File: src/rtl/alu_share_arb_pkg.sv
// alu_arb_pkg: opcode encodings and opcode legality helper shared by the
// ALU sharing arbiter and its users.
package alu_arb_pkg;

   localparam logic [3:0] OP_ADD   = 4'd0;
   localparam logic [3:0] OP_SUB   = 4'd1;
   localparam logic [3:0] OP_AND   = 4'd3;
   localparam logic [3:0] OP_OR    = 4'd4;
   localparam logic [3:0] OP_XOR   = 4'd5;
   localparam logic [3:0] OP_SHL   = 4'd6;
   localparam logic [3:0] OP_SHR   = 4'd7;
   localparam logic [3:0] OP_PASS0 = 4'd8;
   localparam logic [3:0] OP_PASS1 = 4'd9;
   localparam logic [3:0] OP_IDLE  = 4'd15;

   // Opcode 2 and 10..15 have no ALU function behind them.
   function automatic logic op_legal(input logic [3:0] op);
      case (op)
         4'd2, 4'd10, 4'd11, 4'd12, 4'd13, 4'd14, 4'd15: op_legal = 1'b0;
         default:                                        op_legal = 1'b1;
      endcase
   endfunction

endpackage

File: src/rtl/alu_share_arb_if.sv
// alu_share_arb_if: requester-side bus of the ALU sharing arbiter
// (requests, operands, grant and tagged response).
interface alu_share_arb_if #(
   parameter int unsigned NREQ = 4,
   parameter int unsigned SIZE = 32,
   parameter int unsigned IDW  = $clog2(NREQ)
);
   logic [NREQ-1:0]      req;
   logic [NREQ-1:0]      lock;
   logic [NREQ*4-1:0]    op;
   logic [NREQ*SIZE-1:0] a;
   logic [NREQ*SIZE-1:0] b;
   logic [NREQ-1:0]      gnt;
   logic                 rsp_valid;
   logic [IDW-1:0]       rsp_id;
   logic [SIZE-1:0]      rsp_data;
   logic                 rsp_err;

   modport master (
      output req, lock, op, a, b,
      input  gnt, rsp_valid, rsp_id, rsp_data, rsp_err
   );

   modport slave (
      input  req, lock, op, a, b,
      output gnt, rsp_valid, rsp_id, rsp_data, rsp_err
   );
endinterface

File: src/rtl/alu_share_arb_rr_pick.sv
// rr_pick: combinational round-robin priority picker. Returns the first
// requester at or above ptr (wrapping) as one-hot and as an index.
module rr_pick #(
   parameter int unsigned NREQ = 4,
   parameter int unsigned IDW  = $clog2(NREQ)
) (
   input  logic [NREQ-1:0] req,
   input  logic [IDW-1:0]  ptr,
   output logic [NREQ-1:0] gnt_oh,
   output logic [IDW-1:0]  idx,
   output logic            found
);

   // Scan from ptr upward, wrapping, and stop at the first request.
   always_comb begin
      logic [IDW-1:0] j;
      gnt_oh = '0;
      idx    = '0;
      found  = 1'b0;
      j      = '0;
      for (int unsigned k = 0; k < NREQ; k++) begin
         j = IDW'((32'(ptr) + k) % NREQ);
         if (!found && req[j]) begin
            found     = 1'b1;
            idx       = j;
            gnt_oh[j] = 1'b1;
         end
      end
   end

endmodule

File: src/rtl/alu_share_arb.sv
// alu_share_arb: round-robin arbiter sharing one registered ALU among NREQ
// requesters, with optional bounded lock bursts. Responses come back one
// cycle after the grant, tagged with the winner's ID.
// Optional feature: define ALU_ARB_OPCHK_EN to flag illegal opcodes on
// rsp_err; otherwise rsp_err is tied low.
module alu_share_arb
   import alu_arb_pkg::*;
#(
   parameter int unsigned NREQ      = 4,
   parameter int unsigned SIZE      = 32,
   parameter int unsigned MAX_BURST = 8,
   parameter int unsigned IDW       = $clog2(NREQ)
) (
   input  logic            clk,
   input  logic            rst_n,
   alu_share_arb_if.slave  bus,
   output logic [3:0]      alu_cfg,
   output logic [SIZE-1:0] alu_in0,
   output logic [SIZE-1:0] alu_in1,
   input  logic [SIZE-1:0] alu_out0
);

   localparam logic [7:0]     MAX_B   = 8'(MAX_BURST);
   localparam logic [IDW-1:0] LAST_ID = IDW'(NREQ - 1);

   logic [IDW-1:0]  ptr;
   logic [IDW-1:0]  last_w;
   logic [7:0]      burst_cnt;
   logic            chain;
   logic [NREQ-1:0] req_m;
   logic [NREQ-1:0] rr_oh;
   logic [IDW-1:0]  rr_idx;
   logic            rr_found;
   logic            hold;
   logic            any;
   logic [NREQ-1:0] gnt;
   logic [IDW-1:0]  w;
   logic            v_q;
   logic [IDW-1:0]  id_q;

   // Requests are ignored while reset is asserted so gnt reads 0.
   assign req_m = bus.req & {NREQ{rst_n}};

   rr_pick #(.NREQ(NREQ), .IDW(IDW)) u_pick (
      .req    (req_m),
      .ptr    (ptr),
      .gnt_oh (rr_oh),
      .idx    (rr_idx),
      .found  (rr_found)
   );

   // Winner: locked re-grant of last cycle's winner, else round-robin pick.
   always_comb begin
      hold = chain && req_m[last_w] && bus.lock[last_w] && (burst_cnt < MAX_B);
      gnt  = rr_oh;
      w    = rr_idx;
      if (hold) begin
         gnt         = '0;
         gnt[last_w] = 1'b1;
         w           = last_w;
      end
      any = hold || rr_found;
   end

   // Steer the granted requester's opcode and operands onto the ALU.
   always_comb begin
      alu_cfg = OP_IDLE;
      alu_in0 = '0;
      alu_in1 = '0;
      for (int unsigned i = 0; i < NREQ; i++) begin
         if (gnt[i]) begin
            alu_cfg = bus.op[4*i +: 4];
            alu_in0 = bus.a[SIZE*i +: SIZE];
            alu_in1 = bus.b[SIZE*i +: SIZE];
         end
      end
   end

   // Pointer and burst tracking; ptr holds across locked re-grants.
   always_ff @(posedge clk or negedge rst_n) begin
      if (!rst_n) begin
         ptr       <= '0;
         last_w    <= '0;
         burst_cnt <= '0;
         chain     <= 1'b0;
      end else if (any) begin
         chain  <= 1'b1;
         last_w <= w;
         if (hold) begin
            burst_cnt <= burst_cnt + 8'd1;
         end else begin
            burst_cnt <= 8'd1;
            ptr       <= (w == LAST_ID) ? '0 : w + 1'b1;
         end
      end else begin
         chain <= 1'b0;
      end
   end

   // Response tag pipeline, aligned with the ALU's registered result.
   always_ff @(posedge clk or negedge rst_n) begin
      if (!rst_n) begin
         v_q  <= 1'b0;
         id_q <= '0;
      end else begin
         v_q  <= any;
         id_q <= w;
      end
   end

   assign bus.gnt       = gnt;
   assign bus.rsp_valid = v_q;
   assign bus.rsp_id    = id_q;
   assign bus.rsp_data  = alu_out0;

`ifdef ALU_ARB_OPCHK_EN
   logic err_q;

   // Illegal-opcode flag travels with the response valid.
   always_ff @(posedge clk or negedge rst_n) begin
      if (!rst_n) begin
         err_q <= 1'b0;
      end else begin
         err_q <= any && !op_legal(alu_cfg);
      end
   end

   assign bus.rsp_err = err_q;
`else
   assign bus.rsp_err = 1'b0;
`endif

endmodule

File: src/flat_wrapper.sv
// flat-port wrapper written by rule: the top's interface ports become plain ports
module alu_share_arb_flat import alu_arb_pkg::*;
#(
   parameter int unsigned NREQ      = 4,
   parameter int unsigned SIZE      = 32,
   parameter int unsigned MAX_BURST = 8,
   parameter int unsigned IDW       = $clog2(NREQ)
)
  (clk, rst_n, alu_cfg, alu_in0, alu_in1, alu_out0, bus_req, bus_lock, bus_op, bus_a, bus_b, bus_gnt, bus_rsp_valid, bus_rsp_id, bus_rsp_data, bus_rsp_err);
  alu_share_arb_if #(.NREQ(NREQ), .SIZE(SIZE), .IDW(IDW)) bus_i ();
  input  logic clk;
  input  logic rst_n;
  output logic [3:0] alu_cfg;
  output logic [SIZE-1:0] alu_in0;
  output logic [SIZE-1:0] alu_in1;
  input  logic [SIZE-1:0] alu_out0;
  input wire logic [$bits(bus_i.req)-1:0] bus_req;
  input wire logic [$bits(bus_i.lock)-1:0] bus_lock;
  input wire logic [$bits(bus_i.op)-1:0] bus_op;
  input wire logic [$bits(bus_i.a)-1:0] bus_a;
  input wire logic [$bits(bus_i.b)-1:0] bus_b;
  output wire logic [$bits(bus_i.gnt)-1:0] bus_gnt;
  output wire logic [$bits(bus_i.rsp_valid)-1:0] bus_rsp_valid;
  output wire logic [$bits(bus_i.rsp_id)-1:0] bus_rsp_id;
  output wire logic [$bits(bus_i.rsp_data)-1:0] bus_rsp_data;
  output wire logic [$bits(bus_i.rsp_err)-1:0] bus_rsp_err;
  assign bus_i.req = bus_req;
  assign bus_i.lock = bus_lock;
  assign bus_i.op = bus_op;
  assign bus_i.a = bus_a;
  assign bus_i.b = bus_b;
  assign bus_gnt = bus_i.gnt;
  assign bus_rsp_valid = bus_i.rsp_valid;
  assign bus_rsp_id = bus_i.rsp_id;
  assign bus_rsp_data = bus_i.rsp_data;
  assign bus_rsp_err = bus_i.rsp_err;
  alu_share_arb #(.NREQ(NREQ), .SIZE(SIZE), .MAX_BURST(MAX_BURST), .IDW(IDW)) u_core (.clk(clk), .rst_n(rst_n), .bus(bus_i), .alu_cfg(alu_cfg), .alu_in0(alu_in0), .alu_in1(alu_in1), .alu_out0(alu_out0));
endmodule
File: config.mk
export PLATFORM = sky130hd
export DESIGN_NAME = alu_share_arb_flat
export DESIGN_NICKNAME = d
export VERILOG_FILES = /design/src/rtl/alu_share_arb_pkg.sv /design/src/rtl/alu_share_arb_if.sv /design/src/rtl/alu_share_arb_rr_pick.sv /design/src/rtl/alu_share_arb.sv /design/src/flat_wrapper.sv
export SDC_FILE = /design/constraint.sdc
export NUM_CORES = 1
export LEC_CHECK = 0
export BUFFER_PORTS_ARGS = -buffer_cell sky130_fd_sc_hd__buf_4
export CAP_MARGIN = 20
export CORE_AREA = 2 2 165 167
export CTS_BUF_LIST = sky130_fd_sc_hd__clkbuf_4 sky130_fd_sc_hd__clkbuf_8
export CTS_CLUSTER_DIAMETER = 150
export DETAILED_ROUTE_END_ITERATION = 6
export DIE_AREA = 0 0 167 169
export HOLD_SLACK_MARGIN = 0.08
export SYNTH_ARGS = -nofsm -noshare
export SYNTH_HDL_FRONTEND = slang
export SYNTH_HIERARCHICAL = 1
export SYNTH_SLANG_ARGS = --single-unit
export TNS_END_PERCENT = 50
File: constraint.sdc
create_clock -name clk -period 4.8 [get_ports clk]
set_clock_uncertainty 0.15 [all_clocks]
set_input_delay 0.48 -clock clk [delete_from_list [all_inputs] [get_ports clk]]
set_output_delay 0.48 -clock clk [all_outputs]
set_load 0.02 [all_outputs]
* Yosys cells after proc, flatten, opt, wreduce, memory -nomap -nowiden
Index checks and enable logic that the tools add are counted.
Cells by class: add/subtract/negate cells 5, magnitude comparators 11, equality and inequality tests 1, mux-type cells 51, bitwise operators 5, reductions and logical operators 16
Operators with widths (number):
- $mux W32 | 8
- $mux W4 | 9
- $mux W1 | 16
- $lt A2 B3 Y1 const B | 5
- $bmux W1 S2 | 6
- $mux W2 | 6
- $or A4 B4 Y4 | 3
- $logic_and A1 B1 Y1 | 11
- $demux W1 S2 | 5
- $ge A2 B1 Y1 const B | 5
- $add A8 B1 Y8 const B | 1
- $lt A8 B4 Y1 const B | 1
- $mux W8 | 1
- $add A2 B1 Y2 const B | 2
- $add A2 B2 Y2 const B | 2
- $and A4 B4 Y4 | 1
- $logic_not A1 Y1 | 3
- $eq A2 B2 Y1 const B | 1
- $reduce_and A2 Y1 | 1
- $logic_or A1 B1 Y1 | 1
- $not A1 Y1 | 1
Storage, ports and cells: register bits 16, input bits 314, word-level logic and storage cells 95

* Longest topological paths before layout
depth after elaboration 18, depth in mapped cells 15, mapped depth without buffers 10

* By module
Netlist, hierarchy kept.
Modules (own cells, without submodules):
- alu_share_arb | instances 1, cells an instance 665, area each 4964.8 sq um, seq. area each 375.4 sq um
- rr_pick | instances 1, cells an instance 45, area each 419.2 sq um, seq. area each 0.0 sq um

* Worst setup path before layout
No wires, ideal clock.
path kind register to output, start register u_core.ptr[0], end output port alu_in1[2], data arrival time 3454 ps, data required time 4170 ps, slack 716 ps, cell stages (with the launch flop) 14, path through dfrtp_1 > buf_6 > inv_1 > ha_1 > mux4_2 > buf_6 > and2b_2 > a22oi_1 > o21ai_0 > a21o_1 > buf_2 > clkbuf_1 > a221oi_2 > o31ai_1
On the way: elaborated cells on any way between the ends 52, those cells by class 3 x add/sub; 8 x order compare; 28 x mux; 3 x bitwise; 10 x reduce/logical
RTL lines:
- start, declared | line alu_share_arb.sv:26 | logic [IDW-1:0] ptr;
- start signal, assigned | line alu_share_arb.sv:93 | ptr <= (w == LAST_ID) ? '0 : w + 1'b1;
- branches (longest 11 deep; another with $lt A2 B3 Y1)
- $mux W4 * | line alu_share_arb_rr_pick.sv:23 | if (!found && req[j]) begin
- net u_core.rr_oh[1] | line alu_share_arb.sv:31 | logic [NREQ-1:0] rr_oh;
- $mux W4 * | line alu_share_arb.sv:57 | if (hold) begin
- $mux W32 * (3 in a row) | line alu_share_arb.sv:71 | if (gnt[i]) begin
- end, declared | line flat_wrapper.sv:15 | output logic [SIZE-1:0] alu_in1;
Mark *: on every way through the listed nets, which the timed path passes. The select of a mux whose other input is x is not followed.

* Worst setup path in the final report
start register u_core.ptr[1], end output port alu_in1[23]
On the way: cells in the longest elaborated chain, start to end 17, elaborated cells on any way between the ends 52, those cells by class 3 x add/sub; 8 x order compare; 28 x mux; 3 x bitwise; 10 x reduce/logical
Ends and longest elaborated chain (line):
- branches (longest 11 deep; another with $lt A2 B3 Y1)
- $mux W4 * | alu_share_arb_rr_pick.sv:23
- net u_core.rr_oh[0] | alu_share_arb.sv:31
- $mux W4 * | alu_share_arb.sv:57
- $mux W32 * (4 in a row) | alu_share_arb.sv:71
Marked as above.

==> flow_metrics.tcl <==
set metrics [dict create \
    grtUsageMet3_pct 2.058 \
    min_from "u_core/burst_cnt[2]$_DFFE_PN0P_" \
    syn_area_per_cell_um2 7.583 \
    grt_pass1_vias 6392 \
    regToRegEndpoint "u_core/last_w[1]$_DFFE_PN0P_" \
    hold_depth 1 \
    worstSetupStartpointType "register" \
    worst_hold_slack_ps 359.3 \
    rows 60 \
    die_h_um 169 \
    slew_headroom_pct 47.51 \
    vias 6721 \
    crit_type "reg2out" \
    drtPass1Iterations 5 \
    synthXorXnorAreaFrac_pct 0.1627 \
    drc 0 \
    wl_per_cell_um 18.81 \
    fillers 2830 \
    rr_worst_depth 7 \
    r2r-start "u_core/ptr[1]$_DFFE_PN0P_" \
    cp_top_family "buffers and inverters" \
    synth_edf_count 0 \
    h-tree-depth 1 \
    syn-num-nets 1030 \
    path_cells "inv_1 > ha_1 > mux4_2 > nor4b_4 > a22oi_1 > o21ai_0 > nor2b_1 > or2_4 > buf_4 > a221oi_2 > o31ai_2 > buf_4" \
    fin_nets 1313 \
    rrSetupSlack_ps 1850 \
    wirelength_um 25090 \
    grt_max_degree 42 \
    path_common_cell "buf_4" \
    initial_core_util_pct 20.32 \
    ys_ff_latch 15 \
    crit_slowest_cell "dfrtp_1" \
    die-area_mm2 0.02822 \
    use_met1_pct 20.03 \
    leakage_uw 0.003576 \
    gp_congestion 0.8636 \
    regArea_um2 375.4 \
    max_cap_violations 0 \
    tightest_slew_ps 787.3 \
    yosys.area_share.simple_pct 20.33 \
    cts_root_buffer "clkbuf_8" \
    ios 422 \
    synthArstFlopShare_pct 100.0 \
    initialDrtViolationCount 417 \
    utilization_pct 30.94 \
    crit_arrival_ps 3870 \
    clock_path_buffers 2 \
    worstPathRequired_ps 4170 \
    yosysMostFrequentCell "nand2_1" \
    hpwl_um 19250 \
    synth_top_cell_by_area "a221oi_2" \
    status "finished, final reports clean" \
    drv_slew 0 \
    synth_compound_area_share_pct 49.06 \
    hold_path_class "reg2reg" \
    synthTopCellsByCount "nand2_1, inv_1, a32o_1, a221oi_2, o31ai_2" \
    syn_to_final_growth_pct 52.31 \
    busiest_layer "met2" \
    clock-sinks 15 \
    track_usage_pct 15.97 \
    rsz0062_at_grt "false" \
    synth_fa_ha_area_share_pct 1.394 \
    synth_flop_cell "dfrtp_1" \
    drive_above_1_share_pct 52.62 \
    muxShareOfSynthArea_pct 4.253 \
    synth_top_family_by_area "compound AO/OA/AOI/OAI gates" \
    power.total_uw 7803 \
    synthTopCellsByArea "a221oi_2, nand2_1, o31ai_2, a32o_1, dfrtp_1" \
    die_x_um 167 \
    clk_latency_ps 240 \
    max_freq_ghz 0.2221 \
    end_kind "output pin" \
    netlist_instances 710 \
    setup-tns-final_ps 0 \
    routed_via_density 5.038 \
    synth_cell_types 48 \
    cpPeakStageDelay_ps 520 \
    core_area_mm2 0.02650 \
    grt_overflow 0 \
    hold_viol 0 \
    met2_usage_pct 29.02 \
    clk_pin_slew_ps 60 \
    port-buffer-count 356 \
    period_share_pct 93.78 \
    cts_made_buffers 3 \
    ant_nets 0 \
    synth_top_area_share_pct 16.73 \
    yosysWarnings 6 \
    tritoncts "yes" \
    period_needed_ps 4502 \
    synthesis.area_mm2 0.005384 \
    multiInputGateArea_mm2 0.004080 \
    vdd_ir_drop_max_v 0.0006463 \
    antenna_found_initial 1 \
    worst-path-buf-inv 3 \
    grt_pass1_wl_um 36810 \
    worstPathMaxFanout 31 \
    yosysSeqAreaShare_pct 6.972 \
    setup_violations 0 \
    min_to "u_core/burst_cnt[2]$_DFFE_PN0P_" \
    p_per_area_mw_per_mm2 951.6 \
]
-- worst max path at each step --
stage	startpoint	end	slack (ps)	cells after the start
after global placement	rst_n	alu_in0[11]	530	12
after CTS	u_core/ptr[1]$_DFFE_PN0P_	alu_in0[11]	240	11
final	u_core/ptr[1]$_DFFE_PN0P_	alu_in1[23]	300	12
after floorplan	u_core/ptr[0]$_DFFE_PN0P_	alu_in1[2]	720	13
after global routing	u_core/ptr[1]$_DFFE_PN0P_	alu_in1[28]	4	12
after detailed placement	rst_n	alu_in0[11]	460	12
-- per-layer routing --
layer | vias up | wire [um]
li1 | 3177 | -
met1 | 3182 | 10160
met2 | 328 | 12770
met3 | 34 | 1600
met4 | 0 | 552
met5 | - | 0
-- cell families (layout without fill, tap and decap cells) --
kind of cell,after synthesis,count (layout)
flops,15,15
xor+xnor,1,1
fa+ha+maj,6,6
simple gates,259,259
mux,14,14
other cells,1,2
buf+inv,177,459
compound gates,237,237
-- flip-flops by register name, indices dropped and copies added, names as in the netlist --
register and cells:
u_core/bus.rsp_id 2, u_core/ptr 2, u_core/chain 1, u_core/burst_cnt 8, u_core/last_w 2
-- worst register-to-register path, delay by kind of cell, from the launching register on --
family	cells	cell delay, ps
simple gates	3	820
buf+inv	1	150
mux	2	810
flops	1	520
fa+ha+maj	1	380
-- what timing repair did --
action                                  CTS  global route
endpoints found under the hold margin    15             0
setup buffers                             0             3
endpoints found under the setup margin    0             1
hold buffers                              1             0
resized for setup                         0             1
-- power by group --
group	total, uW	switching (uW)	internal, uW
registers	220	53.3	167
logic	7480	4210	3270
clock network	102	38.2	64.2
-- through the flow --
step | std cells | setup WS (ps) | area, um2
floorplan | 710 | 715.7 | 5384
CTS | 1330 | 238.6 | 8172
finish | 1334 | 298.5 | 8200
global placement | 1325 | 526.8 | 8113
global route | 1334 | 3.999 | 8200
detailed placement | 1325 | 455.8 | 8113
-- layout make-up --
| cell class | instances | share of cell area, % |
|---|---|---|
| clock buffer | 4 | 0.5951 |
| tap | 341 | 5.203 |
| sequential | 15 | 4.577 |
| inverter | 72 | 3.326 |
| timing repair buffer | 383 | 36.51 |
| antenna | 1 | 0.03052 |
| multi-input combinational | 518 | 49.76 |
-- cells in the final DEF, fill, tap and decap left out, types with 5 or more instances in the layout --
master / n
buf_4: 372
nand2_1: 207
inv_1: 71
a32o_1: 65
a221oi_2: 60
o31ai_2: 55
dfrtp_1: 15
nor2_1: 13
o31ai_1: 12
o21ai_0: 12
nand2b_1: 11
buf_12: 9
a22oi_1: 8
and2_1: 6
ha_1: 6
nor2b_1: 5
mux2_2: 5
No activity file was read; power rests on OpenSTA's default activity.
